$ cat config.mk
export PLATFORM = sky130hd
export DESIGN_NAME = interrupt_controller_flat
export DESIGN_NICKNAME = d
export VERILOG_FILES = /design/src/rtl/ctrl_pkg.sv /design/src/rtl/interrupt_controller_if.sv /design/src/rtl/irq_sync_edge.sv /design/src/rtl/interrupt_controller.sv /design/src/flat_wrapper.sv
export SDC_FILE = /design/constraint.sdc
export NUM_CORES = 1
export LEC_CHECK = 0
export ABC_CLOCK_PERIOD_IN_PS = 1320
export CORE_AREA = 5 5 52 54
export DETAILED_ROUTE_END_ITERATION = 8
export DIE_AREA = 0 0 57 59
export PLACE_DENSITY = 0.7
export SLEW_MARGIN = 25
export SYNTH_ARGS = -nofsm -noshare
export SYNTH_HDL_FRONTEND = slang
export SYNTH_SLANG_ARGS = --single-unit
$ cat constraint.sdc
create_clock -name CLK -period 1.32 [get_ports CLK]
set_input_delay 0.198 -clock CLK [delete_from_list [all_inputs] [get_ports CLK]]
set_output_delay 0.198 -clock CLK [all_outputs]
set_load 0.01 [all_outputs]
$ cat src/rtl/ctrl_pkg.sv
// Shared definitions for the interrupt front end: FSM encoding, default sizes
// and the fixed-priority encoder used to pick the granted line.
package ctrl_pkg;

  localparam int DEF_NUM_IRQ   = 4;
  localparam int DEF_HANDLER_W = 4;

  typedef enum logic [1:0] {
    IRQ_IDLE    = 2'd0,
    IRQ_REQUEST = 2'd1,
    IRQ_SERVICE = 2'd2
  } irqState_t;

  // Lowest set index wins; an all-zero vector yields 0.
  function automatic logic [4:0] lowestSet(input logic [15:0] vec);
    lowestSet = 5'd0;
    for (int i = 15; i >= 0; i--) begin
      if (vec[i]) lowestSet = 5'(i);
    end
  endfunction

endpackage

$ cat src/rtl/interrupt_controller_if.sv
// Handshake and status bundle between the control unit (master) and the
// interrupt controller (slave).
interface interrupt_controller_if #(
  parameter int NUM_IRQ   = ctrl_pkg::DEF_NUM_IRQ,
  parameter int HANDLER_W = ctrl_pkg::DEF_HANDLER_W
);

  logic                 IntEnable;
  logic                 MaskWrite;
  logic [NUM_IRQ-1:0]   MaskData;
  logic                 IntAck;
  logic                 RetInt;
  logic                 InterruptIn;
  logic [HANDLER_W-1:0] InterruptHandler;
  logic [NUM_IRQ-1:0]   CLR;
  logic                 InService;
  logic [NUM_IRQ-1:0]   Pending;

  modport master (
    output IntEnable, MaskWrite, MaskData, IntAck, RetInt,
    input  InterruptIn, InterruptHandler, CLR, InService, Pending
  );

  modport slave (
    input  IntEnable, MaskWrite, MaskData, IntAck, RetInt,
    output InterruptIn, InterruptHandler, CLR, InService, Pending
  );

endinterface

$ cat src/rtl/irq_sync_edge.sv
// Two-flop synchroniser for one raw request line, with an optional
// rising-edge detector on the synchronised value.
module irq_sync_edge #(
  parameter bit EDGE = 1'b1
) (
  input  logic CLK,
  input  logic RST_N,
  input  logic irqRaw,
  output logic syncOut,
  output logic riseOut
);

  logic sync1Q;
  logic sync2Q;

  // NOTE: sequential state uses non-blocking assignments so every flop samples
  // the pre-edge value of its neighbour; blocking here would collapse the chain.
  always_ff @(posedge CLK or negedge RST_N) begin
    if (!RST_N) begin
      sync1Q <= 1'b0;
      sync2Q <= 1'b0;
    end else begin
      sync1Q <= irqRaw;
      sync2Q <= sync1Q;
    end
  end

  assign syncOut = sync2Q;

  if (EDGE) begin : g_edge
    logic prevQ;

    always_ff @(posedge CLK or negedge RST_N) begin
      if (!RST_N) prevQ <= 1'b0;
      else        prevQ <= sync2Q;
    end

    assign riseOut = sync2Q & ~prevQ;
  end else begin : g_level
    assign riseOut = 1'b0;
  end

endmodule

$ cat src/rtl/interrupt_controller.sv
// Multi-source interrupt front end: synchronise, latch pending, mask, pick the
// lowest index and run the request/ack/return handshake with the control FSM.
module interrupt_controller
  import ctrl_pkg::*;
#(
  parameter int                 NUM_IRQ   = DEF_NUM_IRQ,
  parameter int                 HANDLER_W = DEF_HANDLER_W,
  parameter logic [NUM_IRQ-1:0] EDGE_SENS = {NUM_IRQ{1'b1}}
) (
  input  logic               CLK,
  input  logic               RST_N,
  input  logic [NUM_IRQ-1:0] IRQ,
  interrupt_controller_if.slave bus
);

  logic [NUM_IRQ-1:0]   syncLevel;
  logic [NUM_IRQ-1:0]   riseEvent;
  logic [NUM_IRQ-1:0]   pendingQ;
  logic [NUM_IRQ-1:0]   pendingD;
  logic [NUM_IRQ-1:0]   maskQ;
  logic [NUM_IRQ-1:0]   eligible;
  logic [NUM_IRQ-1:0]   clrPulse;
  logic [HANDLER_W-1:0] handlerQ;
  logic [HANDLER_W-1:0] handlerD;
  logic                 requestOut;
  logic                 serviceOut;
  irqState_t            stateQ;
  irqState_t            stateD;

  for (genvar i = 0; i < NUM_IRQ; i++) begin : g_line
    irq_sync_edge #(.EDGE(EDGE_SENS[i])) u_sync (
      .CLK     (CLK),
      .RST_N   (RST_N),
      .irqRaw  (IRQ[i]),
      .syncOut (syncLevel[i]),
      .riseOut (riseEvent[i])
    );
  end

  // Edge lines: a new edge beats a same-cycle clear. Level lines mirror sync2.
  assign pendingD = (EDGE_SENS & ((pendingQ & ~clrPulse) | riseEvent))
                  | (~EDGE_SENS & syncLevel);

  assign eligible = bus.IntEnable ? (pendingQ & maskQ) : '0;

  always_ff @(posedge CLK or negedge RST_N) begin
    if (!RST_N) begin
      pendingQ <= '0;
      maskQ    <= '0;
      handlerQ <= '0;
      stateQ   <= IRQ_IDLE;
    end else begin
      pendingQ <= pendingD;
      if (bus.MaskWrite) maskQ <= bus.MaskData;
      handlerQ <= handlerD;
      stateQ   <= stateD;
    end
  end

  // NOTE: every output of this block gets a default before the case so no
  // path leaves a signal unassigned and no latch is inferred.
  always_comb begin
    stateD     = stateQ;
    handlerD   = handlerQ;
    clrPulse   = '0;
    requestOut = 1'b0;
    serviceOut = 1'b0;
    case (stateQ)
      IRQ_IDLE: begin
        if (|eligible) begin
          handlerD = HANDLER_W'(lowestSet(16'(eligible)));
          stateD   = IRQ_REQUEST;
        end
      end
      IRQ_REQUEST: begin
        requestOut = 1'b1;
        if (bus.IntAck) begin
          clrPulse = NUM_IRQ'(1) << handlerQ;
          stateD   = IRQ_SERVICE;
        end
      end
      IRQ_SERVICE: begin
        serviceOut = 1'b1;
        if (bus.RetInt) stateD = IRQ_IDLE;
      end
      default: stateD = IRQ_IDLE;
    endcase
  end

  assign bus.InterruptIn      = requestOut;
  assign bus.InterruptHandler = handlerQ;
  assign bus.CLR              = clrPulse;
  assign bus.InService        = serviceOut;
  assign bus.Pending          = pendingQ;

endmodule

$ cat src/flat_wrapper.sv
// flat-port wrapper written by rule: the top's interface ports become plain ports
module interrupt_controller_flat import ctrl_pkg::*;
#(
  parameter int                 NUM_IRQ   = DEF_NUM_IRQ,
  parameter int                 HANDLER_W = DEF_HANDLER_W,
  parameter logic [NUM_IRQ-1:0] EDGE_SENS = {NUM_IRQ{1'b1}}
)
  (CLK, RST_N, IRQ, bus_IntEnable, bus_MaskWrite, bus_MaskData, bus_IntAck, bus_RetInt, bus_InterruptIn, bus_InterruptHandler, bus_CLR, bus_InService, bus_Pending);
  interrupt_controller_if #(.NUM_IRQ(NUM_IRQ), .HANDLER_W(HANDLER_W)) bus_i ();
  input  logic CLK;
  input  logic RST_N;
  input  logic [NUM_IRQ-1:0] IRQ;
  input wire logic [$bits(bus_i.IntEnable)-1:0] bus_IntEnable;
  input wire logic [$bits(bus_i.MaskWrite)-1:0] bus_MaskWrite;
  input wire logic [$bits(bus_i.MaskData)-1:0] bus_MaskData;
  input wire logic [$bits(bus_i.IntAck)-1:0] bus_IntAck;
  input wire logic [$bits(bus_i.RetInt)-1:0] bus_RetInt;
  output wire logic [$bits(bus_i.InterruptIn)-1:0] bus_InterruptIn;
  output wire logic [$bits(bus_i.InterruptHandler)-1:0] bus_InterruptHandler;
  output wire logic [$bits(bus_i.CLR)-1:0] bus_CLR;
  output wire logic [$bits(bus_i.InService)-1:0] bus_InService;
  output wire logic [$bits(bus_i.Pending)-1:0] bus_Pending;
  assign bus_i.IntEnable = bus_IntEnable;
  assign bus_i.MaskWrite = bus_MaskWrite;
  assign bus_i.MaskData = bus_MaskData;
  assign bus_i.IntAck = bus_IntAck;
  assign bus_i.RetInt = bus_RetInt;
  assign bus_InterruptIn = bus_i.InterruptIn;
  assign bus_InterruptHandler = bus_i.InterruptHandler;
  assign bus_CLR = bus_i.CLR;
  assign bus_InService = bus_i.InService;
  assign bus_Pending = bus_i.Pending;
  interrupt_controller #(.NUM_IRQ(NUM_IRQ), .HANDLER_W(HANDLER_W), .EDGE_SENS(EDGE_SENS)) u_core (.CLK(CLK), .RST_N(RST_N), .IRQ(IRQ), .bus(bus_i));
endmodule
* Yosys cells after proc, flatten, opt, wreduce, memory -nomap -nowiden *
Cells that the tools add are included.

cells by class
  shift-type cells = 1
  reductions and logical operators = 4
  bitwise logic cells = 12
  eq/ne operators = 5
  mux-type cells = 13

operators with widths
  kind                                             number
  2-to-1 mux 2 bit                                 7
  2-to-1 mux 4 bit                                 3
  AND 4 bit                                        2
  one-hot mux 2 bit (3 select lines)               1
  AND 1 bit                                        4
  != test 2 bit, second input constant             2
  NOT 1 bit                                        4
  NOT 4 bit                                        1
  bitwise OR 4 bit                                 1
  OR reduction 4 bit                               1
  left shift 1 x 4 -> 4 bit, first input constant  1
  AND reduction 3 bit                              1
  == test 2 x 1 -> 1 bit, second input constant    1
  == test 2 bit, second input constant             1
  zero test 2 bit                                  1
  2-to-1 mux 1 bit                                 2
  != test 2 x 1 -> 1 bit, second input constant    1
  AND reduction 2 bit                              1

storage, ports and cells
  output and inout bits = 14
  input bits = 14
  logic and storage cells = 51
  flip-flop bits (word level) = 26

* Longest topological paths before layout *
  depth after elaboration = 6
  mapped depth = 4
  gate-level depth less buffers = 4

* Modules after synthesis *
A second synthesis with hierarchy kept.

unflattened totals
  cell total of the unflattened synthesis = 68
  area total of the unflattened synthesis = 938.4 um^2

by module, submodules not included
  module                area each (um^2)  sequential area each (um^2)  instances  cells each
  interrupt_controller  583.1             300.3                        1          52
  irq_sync_edge         88.8              75.1                         4          4

* Worst setup path before layout *
Ideal clock, no wire load.

  path type = register -> register
  start = register u_core.stateQ[1]
  end = register u_core.pendingQ[1], in the netlist u_core.bus.Pending[1]
  buffers on the path = 0
  data arrival time = 1,042 ps
  clock period less this slack = 1,177 ps
  setup slack = 143 ps
  cell stages (with the launch flop) = 5
  required time = 1,185 ps
  library setup time = 135 ps
  path through = dfrtp_1 -> nor2b_4 -> nand2_4 -> nor3b_4 -> o22ai_1

on the way
  cells in the longest elaborated chain, start to end = 5

ends and longest elaborated chain
  item                    RTL line                    text
  from (decl)             interrupt_controller.sv:27  irqState_t stateQ;
  from (signal assigned)  interrupt_controller.sv:56  stateQ <= stateD;
  == test 2 x 1 -> 1 bit  interrupt_controller.sv:68  case (stateQ)
  2-to-1 mux 4 bit        interrupt_controller.sv:68
  via bus_CLR[1]          flat_wrapper.sv:20          output wire logic [$bits(bus_i.CLR)-1:0] bus_CLR;
  NOT 4 bit               interrupt_controller.sv:41  assign pendingD = (EDGE_SENS & ((pendingQ & ~clrPulse) | riseEvent))
  AND 4 bit               interrupt_controller.sv:41
  bitwise OR 4 bit        interrupt_controller.sv:41
  via u_core.pendingD[1]  interrupt_controller.sv:19  logic [NUM_IRQ-1:0] pendingD;
  to (signal assigned)    interrupt_controller.sv:53  pendingQ <= pendingD;
  to (decl)               interrupt_controller.sv:18  logic [NUM_IRQ-1:0] pendingQ;

The timed path passes the listed nets, and every way through them passes these cells.
A chain may end at the register's enable or synchronous reset.

* Worst setup path in the final report *
  start = register u_core.stateQ[1]
  end = output bus_CLR[2]

on the way
  cells in the longest elaborated chain, start to end = 2

ends and longest elaborated chain
  item                    RTL line
  == test 2 x 1 -> 1 bit  interrupt_controller.sv:68
  2-to-1 mux 4 bit        interrupt_controller.sv:68
  to (decl)               flat_wrapper.sv:20

No other way between the ends.

==> summary.md <==
| Metric | Value |
|---|---|
| Status | complete, but fails checks |
| Failing checks | negative setup slack |
| Reg area | 603 um^2 |
| Setup TNS | -781 ps |
| CP arrival | 1330 ps |
| Setup crit start kind | flip-flop |
| Netlist cell types | 19 |
| Clk slew on worst S/H paths | 120 ps |
| Most frequent cell after synthesis | dfrtp_1 |
| Vias/cell | 4.46 |
| MaxCap Viol Count | 0 |
| Post-synth top area cell | dfrtp_1 |
| # fillers | 182 |
| 1st-iter DRT viols | 6 |
| Number of global-route vias before repair | 704 |
| Final instance area | 1380 um^2 |
| Routed WL | 1.91 mm |
| Final Setup Violations | 4 |
| Crit-path max FO | 4 |
| Max VDD drop | 1.43 mV |
| NumNets Final | 129 |
| Share of Yosys cell area claimed by the top area cell type | 66.2% |
| Family with the most delay on the worst path | simple AND/OR/NAND/NOR gates |
| Hold WC Path Type | in2async |
| Final ANT Viol Nets | 0 |
| DP Wirelength | 1.30 mm |
| Setup WS post-layout | -211 ps |
| Synthesized area | 907 um^2 |
| Pre-Repair DR Iteration Count | 4 |
| GR Overflow Total | 0 |
| Die W | 57 um |
| Layout area overhead | 51.7% |
| Pin count of the biggest net entering global routing | 25 |
| Register area share after synthesis | 66.2% |
| Async SR Flop Fraction | 100% |
| Endpoints failing hold | 0 |
| Yosys reg bits | 24 |
| Period utilisation layout | 116% |
| Longest Clk Path Bufs | 2 |
| CTS tree | yes |
| Gpl congestion | 0.753 |
| Diode count | 0 |
| Most used DFF post-synth | dfrtp_1 |
| Pwr dens | 1870 nW/um^2 |
| Total power | 2570 uW |
| Peak Freq | 653 MHz |
| Clock sinks | 24 |
| All-Layer GR Usage | 13.2% |
| YS warnings | 0 |
| Cells after Synth | 68 |
| Clock root buffer | clkbuf_4 |
| Crit path buf inv count | 1 |
| Num ports | 28 |
| Place WS | -492 ps |
| Placeable Area | 2170 um^2 |
| Ranking of synthesized cells by area | dfrtp_1 66%, mux2_2 5.0%, inv_1 4.1% |
| Avg Cell Area, Syn | 13.3 um^2 |
| Via count | 634 |
| Initial Util | 41.8% |
| DRC | 0 |
| Share of post-route cells with drive strength above 1 | 43.9% |
| Critical path cell sequence | nor2b_4 -> nand2_4 -> nor3b_4 -> buf_2 |
| Final Critical Period | 1530 ps |
| Wire per inst | 13.5 um |
| List of most frequent post-synthesis cells | 24 x dfrtp_1, 10 x inv_1, 7 x nand2_1, 4 x mux2_2, 4 x o22ai_1 |
| Clk Latency, worst-skew pair | 300 ps |
| Die Y | 59 um |
| Die ar. | 3360 um^2 |
| Critical-path top delay cell | dfrtp_1 |
| LEAKAGE | 0.000684 uW |
| Slew Viols, Final | 0 |
| Post-synth EDFFs | 0 |
| Post-CTS Hold Fix Bufs | 0 |
| Antenna violations before repair | 0 |
| Fin Clk Skew | 3.39 ps |
| Port bufs | 25 |
| Placed inst area | 1250 um^2 |
| Num rows | 17 |
| Cts bufs inserted | 3 |
| Kind of end point of the critical path | output pin |
| First-pass GRT wire length | 3.35 mm |
| Multi-input gate area | 279 um^2 |
| Worst Path Class, Setup | reg2out |
| CTS HTree Levels | 1 |
| Worst Path Required | 1120 ps |
| RSZ-0062 raised after global routing | yes |
| Max stage delay on crit path | 430 ps |
| Hold Slack | 242 ps |
==> logic make-up after synthesis <==
| logic type | share of synthesized area, % |
|---|---|
| DFF | 66.2 |
| and+or+nand+nor | 14.5 |
| buffers and inverters | 5.79 |
| AOI/OAI and AO/OA | 6.48 |
| muxes | 6.62 |
| other | 0.413 |
==> metrics by stage <==
step,cells,util (%)
6_report,142,63.4
5_1_grt,142,63.4
4_1_cts,141,62.3
3_5_place_dp,129,57.6
3_3_place_gp,129,57.6
2_1_floorplan,69,-
==> flip-flops by register name, summed over array words and instances (netlist names) <==
name / count
u_core.bus.InterruptHandler: 2
u_core.bus.Pending: 4
u_core.g_line.u_sync.g_edge.prevQ: 4
u_core.g_line.u_sync.sync1Q: 4
u_core.g_line.u_sync.syncOut: 4
u_core.maskQ: 4
u_core.stateQ: 2
==> final cells by class <==
class | instances | area share, %
well taps | 28 | 2.55
multi-input cells | 33 | 20.3
repair buffers | 43 | 26.8
inverters | 10 | 2.73
clock inverters | 1 | 2.18
flip-flops and latches | 24 | 43.8
clock buffers | 3 | 1.64
==> placed cells by master, fill, tap and decap left out, types with 2 or more instances in the layout <==
cell and count:
clkdlybuf4s50_1 13, nand2_1 4, buf_2 4, o21ai_0 2
nor3b_4 3, dlygate4sd2_1 3, dfrtp_1 22, conb_1 2
inv_1 9, buf_6 6, a21oi_1 3, o22ai_1 4
nand2_2 3, mux2_2 4, dfrtp_2 2, buf_4 16
clkbuf_4 3
==> final timing paths <==
check,slack [ps],end,start,cells past startpoint
min,240,u_core.bus.InterruptHandler[0]$_DFFE_PN0P_,RST_N,2
min in group CLK,320,u_core.g_line[3].u_sync.sync1Q$_DFF_PN0_,IRQ[3],1
min reg2reg,370,u_core.g_line[2].u_sync.syncOut$_DFF_PN0_,u_core.g_line[2].u_sync.sync1Q$_DFF_PN0_,0
max in group asynchronous,830,u_core.bus.InterruptHandler[1]$_DFFE_PN0P_,RST_N,2
max,-210,bus_CLR[2],u_core.stateQ[1]$_DFFE_PN0P_,4
max reg2reg,30,u_core.bus.InterruptHandler[0]$_DFFE_PN0P_,u_core.stateQ[1]$_DFFE_PN0P_,4
==> power breakdown <==
part | internal, uW | total, uW | switching [uW] | leakage [uW]
combinational | 638 | 1100 | 459 | 0.000384
sequential | 867 | 964 | 97.4 | 0.000272
clock | 307 | 513 | 207 | 0.0000279
total | 1810 | 2570 | 763 | 0.000684
==> routing by layer <==
metal / vias to the layer above / track usage, % / share of wire, % / wire length [um]
met3: 4 / 4.14 / 6.6 / 126
met2: 19 / 21.5 / 48 / 923
met1: 298 / 16.3 / 44 / 836
met4: 0 / 5.63 / 1.4 / 27
li1: 313 / - / - / -
met5: - / 0 / 0 / 0
==> worst reg2reg max path, delay by kind of cell, from the launching register on <==
kind / cells / cell delay, ps
buf+inv: 1 / 170
simple gates: 1 / 200
compound gates: 1 / 100
mux: 1 / 300
flops: 1 / 430
==> what timing repair did <==
action / CTS / global route
endpoints found under the setup margin: 12 / 10
pin swaps: 3 / 1
setup buffers: 8 / 3
gates resized for setup: 37 / 14
(Power assumes the default switching activity.)
